## src/rtl/tx_arbiter_pkg.sv

```systemverilog
// Shared types and constants for the UART TX byte-stream arbiter.
package tx_arbiter_pkg;

  typedef enum logic [1:0] {TX_IDLE, TX_ECHO, TX_RES} tx_state_t;
  typedef enum logic {GRANT_ECHO, GRANT_RES} grant_t;

  localparam int RESULT_BYTES = 4;

endpackage

```

## src/rtl/tx_arbiter_piso_8.sv

```systemverilog
// Parallel-in serial-out byte shifter: loads a whole word, then emits it LSB byte first.
module piso_8 #(
  parameter int WIDTH = 32
) (
  input  logic             clk,
  input  logic             rst,
  input  logic             load,
  input  logic             shift,
  input  logic [WIDTH-1:0] din,
  output logic [7:0]       dout
);

  logic [WIDTH-1:0] shreg;

  always_ff @(posedge clk or posedge rst) begin
    if (rst) begin
      shreg <= '0;
    end else if (load) begin
      shreg <= din;
    end else if (shift) begin
      shreg <= shreg >> 8;
    end
  end

  assign dout = shreg[7:0];

endmodule

```

## src/rtl/tx_arbiter.sv

```systemverilog
// Round-robin arbiter between the echo byte stream and serialized ALU results,
// feeding a single UART TX byte interface.
module tx_arbiter
  import tx_arbiter_pkg::*;
#(
  parameter int result_bytes_p = RESULT_BYTES
) (
  input  logic                        clk,
  input  logic                        rst,
  input  logic [7:0]                  echo_data_i,
  input  logic                        echo_valid_i,
  input  logic                        echo_last_i,
  output logic                        echo_ready_o,
  input  logic [8*result_bytes_p-1:0] res_data_i,
  input  logic                        res_valid_i,
  output logic                        res_ready_o,
  output logic [7:0]                  tx_data_o,
  output logic                        tx_valid_o,
  input  logic                        tx_ready_i,
  output logic                        busy_o,
  output logic                        res_done_o
);

  localparam int CNT_W = $clog2(result_bytes_p) + 1;
  localparam logic [CNT_W-1:0] LAST_IDX = CNT_W'(result_bytes_p - 1);

  tx_state_t        state, state_next;
  grant_t           last_grant;
  logic [CNT_W-1:0] byte_cnt;
  logic             load, shift, grant_echo;
  logic [7:0]       res_byte;

  piso_8 #(.WIDTH(8*result_bytes_p)) u_piso (
    .clk   (clk),
    .rst   (rst),
    .load  (load),
    .shift (shift),
    .din   (res_data_i),
    .dout  (res_byte)
  );

  always_ff @(posedge clk or posedge rst) begin
    if (rst) begin
      state      <= TX_IDLE;
      last_grant <= GRANT_RES;
      byte_cnt   <= '0;
    end else begin
      state <= state_next;
      if (grant_echo) begin
        last_grant <= GRANT_ECHO;
      end else if (load) begin
        last_grant <= GRANT_RES;
      end
      if (load) begin
        byte_cnt <= '0;
      end else if (shift) begin
        byte_cnt <= byte_cnt + CNT_W'(1);
      end
    end
  end

  // Echo wins unless a result also waits and echo had the previous grant.
  always_comb begin
    state_next   = state;
    tx_data_o    = '0;
    tx_valid_o   = 1'b0;
    echo_ready_o = 1'b0;
    res_ready_o  = 1'b0;
    res_done_o   = 1'b0;
    load         = 1'b0;
    shift        = 1'b0;
    grant_echo   = 1'b0;
    unique case (state)
      TX_IDLE: begin
        if (echo_valid_i && (!res_valid_i || last_grant == GRANT_RES)) begin
          grant_echo = 1'b1;
          state_next = TX_ECHO;
        end else if (res_valid_i) begin
          res_ready_o = !rst;
          load        = 1'b1;
          state_next  = TX_RES;
        end
      end
      TX_ECHO: begin
        tx_data_o    = echo_data_i;
        tx_valid_o   = echo_valid_i;
        echo_ready_o = tx_ready_i;
        if (echo_valid_i && tx_ready_i && echo_last_i) begin
          state_next = TX_IDLE;
        end
      end
      TX_RES: begin
        tx_valid_o = 1'b1;
        tx_data_o  = res_byte;
        if (tx_ready_i) begin
          shift = 1'b1;
          if (byte_cnt == LAST_IDX) begin
            res_done_o = 1'b1;
            state_next = TX_IDLE;
          end
        end
      end
      default: state_next = TX_IDLE;
    endcase
  end

  assign busy_o = (state != TX_IDLE);

endmodule

```

## config.mk

```make
export PLATFORM = sky130hd
export DESIGN_NAME = tx_arbiter
export DESIGN_NICKNAME = d
export VERILOG_FILES = /design/src/rtl/tx_arbiter_pkg.sv /design/src/rtl/tx_arbiter_piso_8.sv /design/src/rtl/tx_arbiter.sv
export SDC_FILE = /design/constraint.sdc
export NUM_CORES = 1
export LEC_CHECK = 0
export CAP_MARGIN = 10
export CORE_MARGIN = 2
export CORE_UTILIZATION = 40
export CTS_CLUSTER_DIAMETER = 50
export CTS_CLUSTER_SIZE = 28
export DETAILED_ROUTE_END_ITERATION = 16
export PLACE_DENSITY = 0.7
export SLEW_MARGIN = 20
export SYNTH_ARGS = -nofsm -noshare
export SYNTH_HDL_FRONTEND = slang
export SYNTH_SLANG_ARGS = --single-unit
```

## constraint.sdc

```tcl
create_clock -name clk -period 4.4 [get_ports clk]
set_clock_uncertainty 0.2 [all_clocks]
set_input_delay 0.66 -clock clk [delete_from_list [all_inputs] [get_ports clk]]
set_output_delay 0.66 -clock clk [all_outputs]
set_load 0.02 [all_outputs]
```

==> results summary, run 1 <==
The synthesized netlist net count came out at ~260. The sequential element share of the synthesized area is a little under half. CTS saw 38 sinks. The run finished with clean final reports. The clock transition time at the flip-flop clock pins of the worst setup and hold paths is around 0.070 ns.

During I/O placement, the number of pins put on the boundary was 59. The number of gates resized after CTS is 0. The layout filler cell count came out at 473. In the layout the commonest cells are sky130_fd_sc_hd__clkdlybuf4s50_1, sky130_fd_sc_hd__nand2_1, sky130_fd_sc_hd__dfrtp_1. Once the clock tree was built, the setup fixing pass inserted 0 buffers. The number of global-route vias before repair is roughly 1500. The synthesized instance count is between 200 and 250. The footprint of the flip-flops and latches came out at around 950 sq um.

The power per unit of standard cell area is 579 nW/um^2. The global routing usage summed across all routing layers came out at between 10% and 20%. In this run the remaining antenna-violating nets after routing total 0. In this design, the critical path's most frequently occurring cell is sky130_fd_sc_hd__clkdlybuf4s50_1. The number of distinct library cells after synthesis is 25. The tool flagged a number of max-cap violations equal to 0. The cell sitting at the root of the clock tree is a sky130_fd_sc_hd__clkbuf_8. The DRC violation count after routing came out at 0. The start-to-end type of the worst setup path is primary input to output pin. The core region area is between 4000 and 5000 sq um. Global routing finished with a remaining overflow of 0.

STA classifies the critical path endpoint as an output pin. The share of synthesized flip-flops with an asynchronous set or reset came out at 100%. Entering global routing, the biggest net connects between 60 and 70 pins. The die is ~75 um wide. The relative slew slack is roughly 36%.

The maximum clock frequency is between 300 and 400 MHz. VDD sags by at most roughly 0.00025 V. The detailed placement HPWL is around 2.8 mm. The H-tree level count came out at 2.

The clock tree from TritonCTS is built. The area of combinational cells with multiple inputs came out at 907 sq um. The per-instance average area after synthesis is between 9 and 10 sq um.

Leaving out fill and tap cells, the most frequent cell in the layout is sky130_fd_sc_hd__clkdlybuf4s50_1. The final worst hold slack is between 0.2 and 0.3 ns. The number of flops mapped to enable cells by yosys came out at 0. The clock period minus final worst setup slack is about 3.2 ns. STA classifies the critical path startpoint as a primary input.

The count of standard-cell rows is 25. From bottom edge to top edge, the die measures 74.6 um. The setup TNS after final layout came out at 0 ns. The number of slew-limit violations in the final report came out at 0.

In this design, the stage delay of the slowest critical-path cell is between 0.6 and 0.7 ns. The effective utilization at floorplan is between 40% and 50%. The final net count came out at about 300. In the routed layout, each cell is associated on average with a via count of between 4 and 5. In the final layout, the share of cells above drive strength 1 is 5.43%. The share of the clock period used by the worst path is approximately 73%.

The clock insertion delay at the later pin of the skew report came out at roughly 0.28 ns. The signal on the critical path passes through clkdlybuf4s50_1 > nand2_1 > nand3_1 > nor2_1 > clkdlybuf4s50_1. In the final routed layout, each cell accounts on average for around 12 um. During synthesis, Yosys emitted a total of 0 warnings. For this design, the slowest cell found on the critical path is sky130_fd_sc_hd__clkdlybuf4s50_1. Setup repair after global routing left no endpoint under its margin. Along the worst path, the maximum fanout reaches 9.

The final layout contains routed wiring with a total length of between 3 and 4 mm. The layout overhead on the synthesized area came out at 33.0%. The slack of the worst reg-to-reg path is around 2.2 ns.

The number of buffers inserted during clock tree synthesis came out at 5. The final estimated routing congestion in global placement came out at roughly 0.84. The die covers approximately 5600 sq um.

The number of buffers between clock root and the deepest sink came out at 2. The required time of the critical path is roughly 3.5 ns. The first routing iteration left 117 violations. The first detailed-routing pass ran for 4 iterations.

The antenna diode instance count is 0. The data arrival time at the worst-slack endpoint is ~2.4 ns. The number of antenna violations at the first check in global routing is 0. Synthesis inferred 38 register bits.

The count of endpoints failing setup in the final report came out at 0. The total count of hold-check failures in the final report is 0. After synthesis the cells add up to 1990 sq um. The first global-routing pass estimated 6.84 mm of wire. For this design the static power due to leakage is roughly 1.3 nW.

The top flip-flop cell by instance count after synthesis is sky130_fd_sc_hd__dfrtp_1. For this block, the via count after detailed routing is 1525. The number of buffers added on ports came out at between 50 and 60. The number of hold buffers added after CTS is 0.

The actual slew at the worst max-slew pin came out at 0.964 ns. The kind of path behind the tightest hold check is flip-flop to flip-flop.
[state kept, by name, indices dropped and copies added (netlist names)]
| signal | count |
|---|---|
| state | 2 |
| last_grant | 1 |
| u_piso.shreg | 32 |
| byte_cnt | 3 |
[critical path: cells and delay by family]
family                 cells  cell delay, ns
and+or+nand+nor            3            0.59
buffers and inverters      2            1.09
[synth_stat cells, types with 3 or more instances]
library cell,number,area [sq um]
sky130_fd_sc_hd__mux2i_1,26,260
sky130_fd_sc_hd__inv_1,7,26.3
sky130_fd_sc_hd__nand3_1,10,50.1
sky130_fd_sc_hd__a22oi_1,8,60.1
sky130_fd_sc_hd__buf_2,4,20.0
sky130_fd_sc_hd__nand2_1,44,165
sky130_fd_sc_hd__nor2b_1,10,62.6
sky130_fd_sc_hd__ha_1,6,75.1
sky130_fd_sc_hd__a21oi_1,3,15.0
sky130_fd_sc_hd__dfrtp_1,37,926
sky130_fd_sc_hd__buf_6,7,78.8
sky130_fd_sc_hd__o21ai_1,24,120
sky130_fd_sc_hd__nor2_1,4,15.0
[power breakdown]
group | switching (mW) | internal [mW] | total [mW]
Clock | 0.115 | 0.126 | 0.241
Sequential | 0.0976 | 0.517 | 0.615
Combinational | 0.351 | 0.326 | 0.677
Total | 0.563 | 0.969 | 1.53
[worst paths after layout]
kind	from	end	cells after the start
setup reg to reg	state[1]	u_piso.shreg[19]	5
min in group asynchronous	rst	u_piso.shreg[24]	3
hold / removal	u_piso.shreg[30]	u_piso.shreg[30]	2
hold reg to reg	u_piso.shreg[30]	u_piso.shreg[30]	2
setup / recovery	echo_valid_i	res_ready_o	5
max in group asynchronous	rst	last_grant	3
[per-stage QoR]
stage               std cells  total power [mW]  worst slack (ns)  util [%]  instance area (sq um)
floorplan                 204              1.13              2.22         -                   1990
global placement          317              1.28              1.21      53.8                   2560
detailed placement        317              1.30              1.19      53.8                   2560
CTS                       325              1.55              1.17      55.7                   2650
global route              325              1.67              1.09      55.7                   2650
finish                    325              1.53              1.19      55.7                   2650
[layout make-up]
type / instances / share of cell area [%]
sequential: 38 / 35.9
multi-input combinational: 146 / 34.2
timing repair buffer: 59 / 22.2
clock buffer: 7 / 3.26
tap: 67 / 3.16
inverter: 7 / 0.992
clock inverter: 1 / 0.189
[kinds of logic after synthesis]
kind of cell / Yosys count / synth area share, %
AO/OA/AOI/OAI: 40 / 11.7
adder cells (fa/ha/maj): 6 / 3.77
multiplexers: 26 / 13.1
XOR/XNOR: 1 / 0.440
flip-flops: 38 / 47.8
AND/OR/NAND/NOR: 73 / 16.5
buffers and inverters: 20 / 6.72
[per-layer routing]
layer  vias up  share of wire (%)  track usage [%]
met2        46                 40             23.6
met3         4                7.0             5.15
met4         0                1.2             5.36
li1        797                  -                -
met5         -                  0                0
met1       678                 51             22.7
Power figures use the tool's default switching activity.
==> run 2, diff against run 1 <==
Clock period 4.4 ns to 3.35 ns, I/O delays scaled along.
==> run 2 against run 1 <==
Effect of this change: count of clock-buffer cells in the layout up 1; first-iteration DRC count down 22%; global-route usage down 0.10 points; sequential cell count unchanged; largest cell class unchanged; highest routed layer unchanged; sequential power up 30%; cell area up 0.61%; critical path depth unchanged; wire length about the same.
==> results summary, run 2 (synthesis gave the netlist of run 1 again) <==
The run finished with clean final reports. The startpoint identified for the worst register-to-register timing path is state[0]. In this run, flip-flops and latches consume between 30% and 40% of the power. The count of antenna-violating nets left after detailed routing is 0. The average wire per standard cell is around 12 um. The cell at the root of the clock tree is sky130_fd_sc_hd__clkbuf_8. The layout overhead on the synthesized area came out at 33.8%.

The filler cells instantiated in the layout total about 440. Global routing used around 16% of the available tracks. The DRC violation count after routing came out at 0. CTS built an H-tree with a depth of 2. The peak supply drop is 0.000415 V. Per report_power, the clock group accounts for around 15% of the total.

The number of setup buffers added after CTS is 0. The maximum clock frequency is around 340 MHz. In this run the power spent charging and discharging nets is ~0.74 mW. TritonCTS built the clock tree. The count of endpoints failing setup in the final report is 0.

The number of antenna violations at the first check in global routing is 0. The effective utilization at floorplan is a little over two fifths. The clock transition time at the flip-flop clock pins of the worst setup and hold paths is approximately 0.07 ns.

Hold is met by about 0.3 ns. The total I/O pin count is about 60. The height of the die came out at about 75 um. The final estimated routing congestion in global placement came out at between 0.8 and 0.9. Post-CTS repair changed the size of 0 cells. The number of instances on the worst hold path came out at 2. The count of TritonRoute iterations in the first routing pass came out at 4. The wire-length estimate of the detail-placed layout is about 2.9 mm.

The number of hold buffers added after CTS is 0. The worst register-to-register path ends at u_piso.shreg[22]. In the layout the commonest cells are sky130_fd_sc_hd__clkdlybuf4s50_1, sky130_fd_sc_hd__nand2_1, sky130_fd_sc_hd__dfrtp_1. The worst-case hold path end point is u_piso.shreg[27].

The clock net sink count is 38. The data arrival time at the worst-slack endpoint came out at between 2 and 2.5 ns. The slack of the worst reg-to-reg path is approximately 1.3 ns. The final net count came out at 311. The longest clock path from root to sink contains 2 buffers. The switching fraction of total power is between 30% and 40%.

The share of the clock period used by the worst path is 86.9%. The number of DRC markers in iteration 0 is 91. STA classifies the critical path endpoint as an output pin. The depth of the most critical reg-to-reg path is 6. The number of buffers added on ports came out at 58. The start-to-end type of the worst setup path is flip-flop to output pin. From left edge to right edge, the die measures 74.6 um.

Ranked by flip-flop count, first place goes to u_piso.shreg. The required time of the critical path is between 2 and 3 ns. The average via count per standard cell came out at ~4.7. The routed design has between 3 and 4 mm of wire. The core region area is around 4800 sq um. In this run the worst hold path is classified as flip-flop to flip-flop. The leakage dissipation is 1.27 nW. The worst setup path is launched from a flip-flop.

The total count of hold-check failures in the final report is 0. The maximum number of pins on one net before global-route repair is 37. The cell-internal power came out at around 1.3 mW. Setup repair after global routing left no endpoint under its margin. In the final timing run, aggregate negative setup slack is 0 ns.

The clock period minus final worst setup slack came out at 2.91 ns. The largest registers in the layout are u_piso.shreg (32), byte_cnt (3), state (2). The number of max-cap violations came out at 0. The antenna diode instance count came out at 0. The relative slew slack is between 40% and 50%. The wire length of the first global-routing pass is 6.77 mm. The clock insertion delay at the later pin of the skew report came out at between 0.2 and 0.3 ns. The number of slew-limit violations in the final report came out at 0. The final route contains around 1500 vias. The most common cell after layout, fill and taps aside is sky130_fd_sc_hd__clkdlybuf4s50_1. The count of standard-cell rows came out at 25. In this run the most critical hold path is launched from u_piso.shreg[27].

The remaining global-route overflow is 0. The power per unit of standard cell area is around 750 nW/um^2. Per report_power, the combinational group accounts for a little under half of the total. The layout cell share with drive strength beyond 1 came out at about 5.4%. The flip-flop count of the largest register after layout is 32. The peak fanout along the critical path is 9. Clock tree synthesis inserted a total of 5 buffers.

At the pin with the least slew margin, the transition time is slightly below 0.9 ns. The number of global-route vias before repair is between 1000 and 1500. The die covers 5560 sq um.
run 2: power groups by stage:
stage	logic [mW]	clock network [mW]	registers [mW]
2_1_floorplan	0.715	0	0.767
3_3_place_gp	0.899	0	0.804
3_5_place_dp	0.916	0	0.812
4_1_cts	0.920	0.305	0.803
5_1_grt	1.02	0.323	0.831
6_report	0.909	0.296	0.800
run 2: how the worst max path moves through the flow:
stage / from / endpoint / slack (ns) / depth (start not counted)
final: state[0] / res_ready_o / 0.44 / 5
after global routing: state[0] / res_ready_o / 0.25 / 5
after CTS: state[0] / res_ready_o / 0.42 / 5
after detailed placement: echo_valid_i / res_ready_o / 0.46 / 5
after global placement: echo_valid_i / res_ready_o / 0.47 / 5
after floorplan: state[1] / tx_data_o[0] / 1.33 / 5
run 2: stage by stage:
stage	area, sq um	utilization [%]	std cells	total power, mW	worst slack, ns
6_report	2670	56.1	327	2.01	0.440
5_1_grt	2670	56.1	327	2.17	0.249
4_1_cts	2670	56.1	327	2.03	0.423
3_5_place_dp	2580	54.4	319	1.73	0.460
3_3_place_gp	2580	54.4	319	1.70	0.466
2_1_floorplan	1990	-	204	1.48	1.33
run 2: cell type report:
type | instances | area (sq um) | area share, %
clock buffers | 8 | 80.1 | 3.00
repair buffers | 61 | 616 | 23.1
inverters | 7 | 26.3 | 0.986
well taps | 67 | 83.8 | 3.15
multi-input cells | 146 | 907 | 34.0
flip-flops and latches | 38 | 952 | 35.7
run 2: layer usage:
| layer | part of all wire [%] | vias to the layer above | GRT usage (%) |
|---|---|---|---|
| li1 | - | 799 | - |
| met1 | 52 | 695 | 24.2 |
| met2 | 41 | 48 | 22.6 |
| met3 | 5.7 | 4 | 3.25 |
| met4 | 1.3 | 0 | 5.95 |
| met5 | 0 | - | 0 |
run 2: worst max-delay path, cell delays in order (launching register included):
cell	delay [ns]
sky130_fd_sc_hd__dfrtp_1	0.38
sky130_fd_sc_hd__inv_1	0.13
sky130_fd_sc_hd__ha_1	0.26
sky130_fd_sc_hd__nand3_1	0.33
sky130_fd_sc_hd__nor2_1	0.19
sky130_fd_sc_hd__clkdlybuf4s50_1	0.63
==> run 3, diff against run 2 <==
Clock period 3.35 ns to 3.6 ns, I/O delays scaled along.
==> run 3 against run 2 <==
Effect of this change: clock power is essentially flat; via count rose by 0.91%; critical endpoint unchanged; wire length rose by 4.2%; cell area increased by 0.23%; worst setup slack improved by 0.16 ns; global-route usage rose by 0.60 points; die area did not move; total power decreased by 5.9%; sequential cell count is the same; combinational power down 7.2%; non-clock buffer count is 1 higher.
==> results summary, run 3 (synthesis gave the netlist of run 1 again) <==
The antenna diode instance count is 0. The most common cell after layout, fill and taps aside is sky130_fd_sc_hd__clkdlybuf4s50_1. After detailed routing, the number of remaining DRC violations is 0. The run finished with clean final reports. For this run the aggregate overflow at the end of global routing stands at 0. The first global-routing pass estimated around 7 mm of wire.

The number of buffers added on ports is 58. The number of gates resized after CTS was 0. The share of the clock period used by the worst path came out at between 80% and 90%. The number of slew-limit violations in the final report is 0. The count of standard-cell rows is 25. The count of TritonRoute iterations in the first routing pass is 5. The register with the most flip-flops in the layout has 32 of them. The peak supply drop came out at between 0.0003 and 0.0004 V. The wire length reported by the detailed router is 4.17 mm.

The number of antenna violations at the first check in global routing is 0. Setup repair after global routing left no endpoint under its margin. The final net count is about 310. Across the whole layout, storage elements account for 952 sq um. The start-to-end type of the worst setup path is primary input to output pin. The layout cell share with drive strength beyond 1 came out at under 10%.

The tightest min-delay check is of the flip-flop to flip-flop type. The vias after detailed routing is between 1500 and 2000. Clock-pin slew was measured on the worst setup and hold paths at roughly 0.07 ns.

Along the worst path, the maximum fanout reaches 9. The layout filler cell count came out at ~460. The leakage dissipation is between 1 and 1.5 nW. The total count of hold-check failures in the final report came to 0. Summing all multi-input logic gate instances after layout gives between 900 and 1000 sq um. Entering global routing, the biggest net connects 37 pins. The count of antenna-violating nets left after detailed routing is 0. The core region is about 4800 sq um. TritonCTS built the clock tree.

In this run, CTS created clock tree buffers numbering 5. The total setup buffers inserted after CTS is 0. The HPWL after detailed placement is 2.96 mm. The category of the worst setup path capture point is an output pin. Leaving out fill and tap cells, the most frequent cells in the layout are sky130_fd_sc_hd__clkdlybuf4s50_1, sky130_fd_sc_hd__nand2_1, sky130_fd_sc_hd__dfrtp_1. In this run the vertical extent of the chip is about 75 um. STA classifies the critical path startpoint as a primary input. The setup TNS after final layout came out at 0 ns. The total I/O pin count is 59.

The actual slew at the worst max-slew pin came out at about 0.94 ns. In the routed layout, each cell is associated on average with a via count of between 4 and 5. The maximum clock frequency is about 330 MHz. The effective utilization at floorplan came out at a little over two fifths.

The routed design could run at a clock period as short as 3.00 ns. At the later pin of the worst-skew pair, clock insertion delay measures between 0.2 and 0.3 ns. The tightest hold path in the finished design has a slack of a little over 0.3 ns. The required time of the critical path is 2.86 ns. The global routing usage summed across all routing layers came out at 16.6%. The most critical setup path has its startpoint at echo_valid_i. The number of global-route vias before repair is approximately 1500. In this run the deepest clock path goes through 2 buffers. The average wire per standard cell is around 13 um. The area of the die came out at 5560 sq um. The number of DRC markers in iteration 0 came out at 64.

In this run the most critical hold path is launched from u_piso.shreg[28]. The final estimated routing congestion in global placement came out at 0.803. The H-tree level count is 2. The number of hold buffers added after CTS came out at 0.

u_piso.shreg holds more flip-flops than any other register. The relative slew slack is ~37%. The number of max-cap violations came out at 0.

The cell sitting at the root of the clock tree is a sky130_fd_sc_hd__clkbuf_8. The total design power is ~1.9 mW. The clock net sink count came out at 38. The largest registers in the layout are u_piso.shreg (32), byte_cnt (3), state (2).

The power per unit of standard cell area is approximately 710 nW/um^2. The worst register-to-register path begins at state[0]. The count of endpoints failing setup in the final report came out at 0. The width of the chip came out at about 75 um. The data arrival time at the worst-slack endpoint came out at roughly 2.3 ns.

The layout overhead on the synthesized area came out at 34.1%.
==> run 3: cell types whose count changed in the layout (fill, tap and decap cells not counted) <==
cell / previous run / this run
sky130_fd_sc_hd__clkbuf_8: 5 / 6
sky130_fd_sc_hd__clkinv_2: 0 / 1
sky130_fd_sc_hd__clkinv_1: 0 / 1
sky130_fd_sc_hd__buf_4: 2 / 4
sky130_fd_sc_hd__inv_1: 7 / 6
sky130_fd_sc_hd__buf_12: 1 / 0
sky130_fd_sc_hd__clkbuf_1: 3 / 1
==> run 3: worst max-delay path, stage by stage <==
cell and delay, ns:
sky130_fd_sc_hd__clkdlybuf4s50_1 0.46, sky130_fd_sc_hd__nand2_1 0.11, sky130_fd_sc_hd__nand3_1 0.30, sky130_fd_sc_hd__nor2_1 0.21
sky130_fd_sc_hd__clkdlybuf4s50_1 0.63
==> run 3: worst paths after layout <==
check / end / slack, ns / cells after the start
setup / recovery: res_ready_o / 0.60 / 5
hold / removal: u_piso.shreg[28] / 0.30 / 2
setup reg to reg: u_piso.shreg[23] / 1.72 / 5
hold reg to reg: u_piso.shreg[28] / 0.30 / 2
max in group asynchronous: u_piso.shreg[9] / 2.13 / 3
min in group asynchronous: u_piso.shreg[24] / 0.48 / 2
==> run 3: area by class of cell <==
| cell class | count | share of cell area (%) |
|---|---|---|
| well taps | 67 | 3.14 |
| repair buffers | 62 | 22.9 |
| multi-input cells | 146 | 34.0 |
| clock inverters | 1 | 0.187 |
| flip-flops and latches | 38 | 35.6 |
| clock buffers | 7 | 3.23 |
| inverters | 7 | 0.984 |
==> run 3: per-stage QoR <==
step | utilization (%) | worst slack, ns | cells | instance area [sq um]
2_1_floorplan | - | 1.54 | 204 | 1990
3_3_place_gp | 54.3 | 0.638 | 320 | 2580
3_5_place_dp | 54.3 | 0.641 | 320 | 2580
4_1_cts | 56.2 | 0.623 | 328 | 2670
5_1_grt | 56.2 | 0.484 | 328 | 2670
6_report | 56.2 | 0.600 | 328 | 2670
==> run 3: per-layer routing <==
layer	track usage [%]	routed length (um)
met2	24.0	1730
met4	5.95	48
met5	0	0
met1	23.8	2140
met3	4.88	250
==> run 3: report_power, final <==
part           switching [mW]  internal (mW)
registers               0.116          0.632
clock network           0.142          0.154
logic                   0.436          0.408
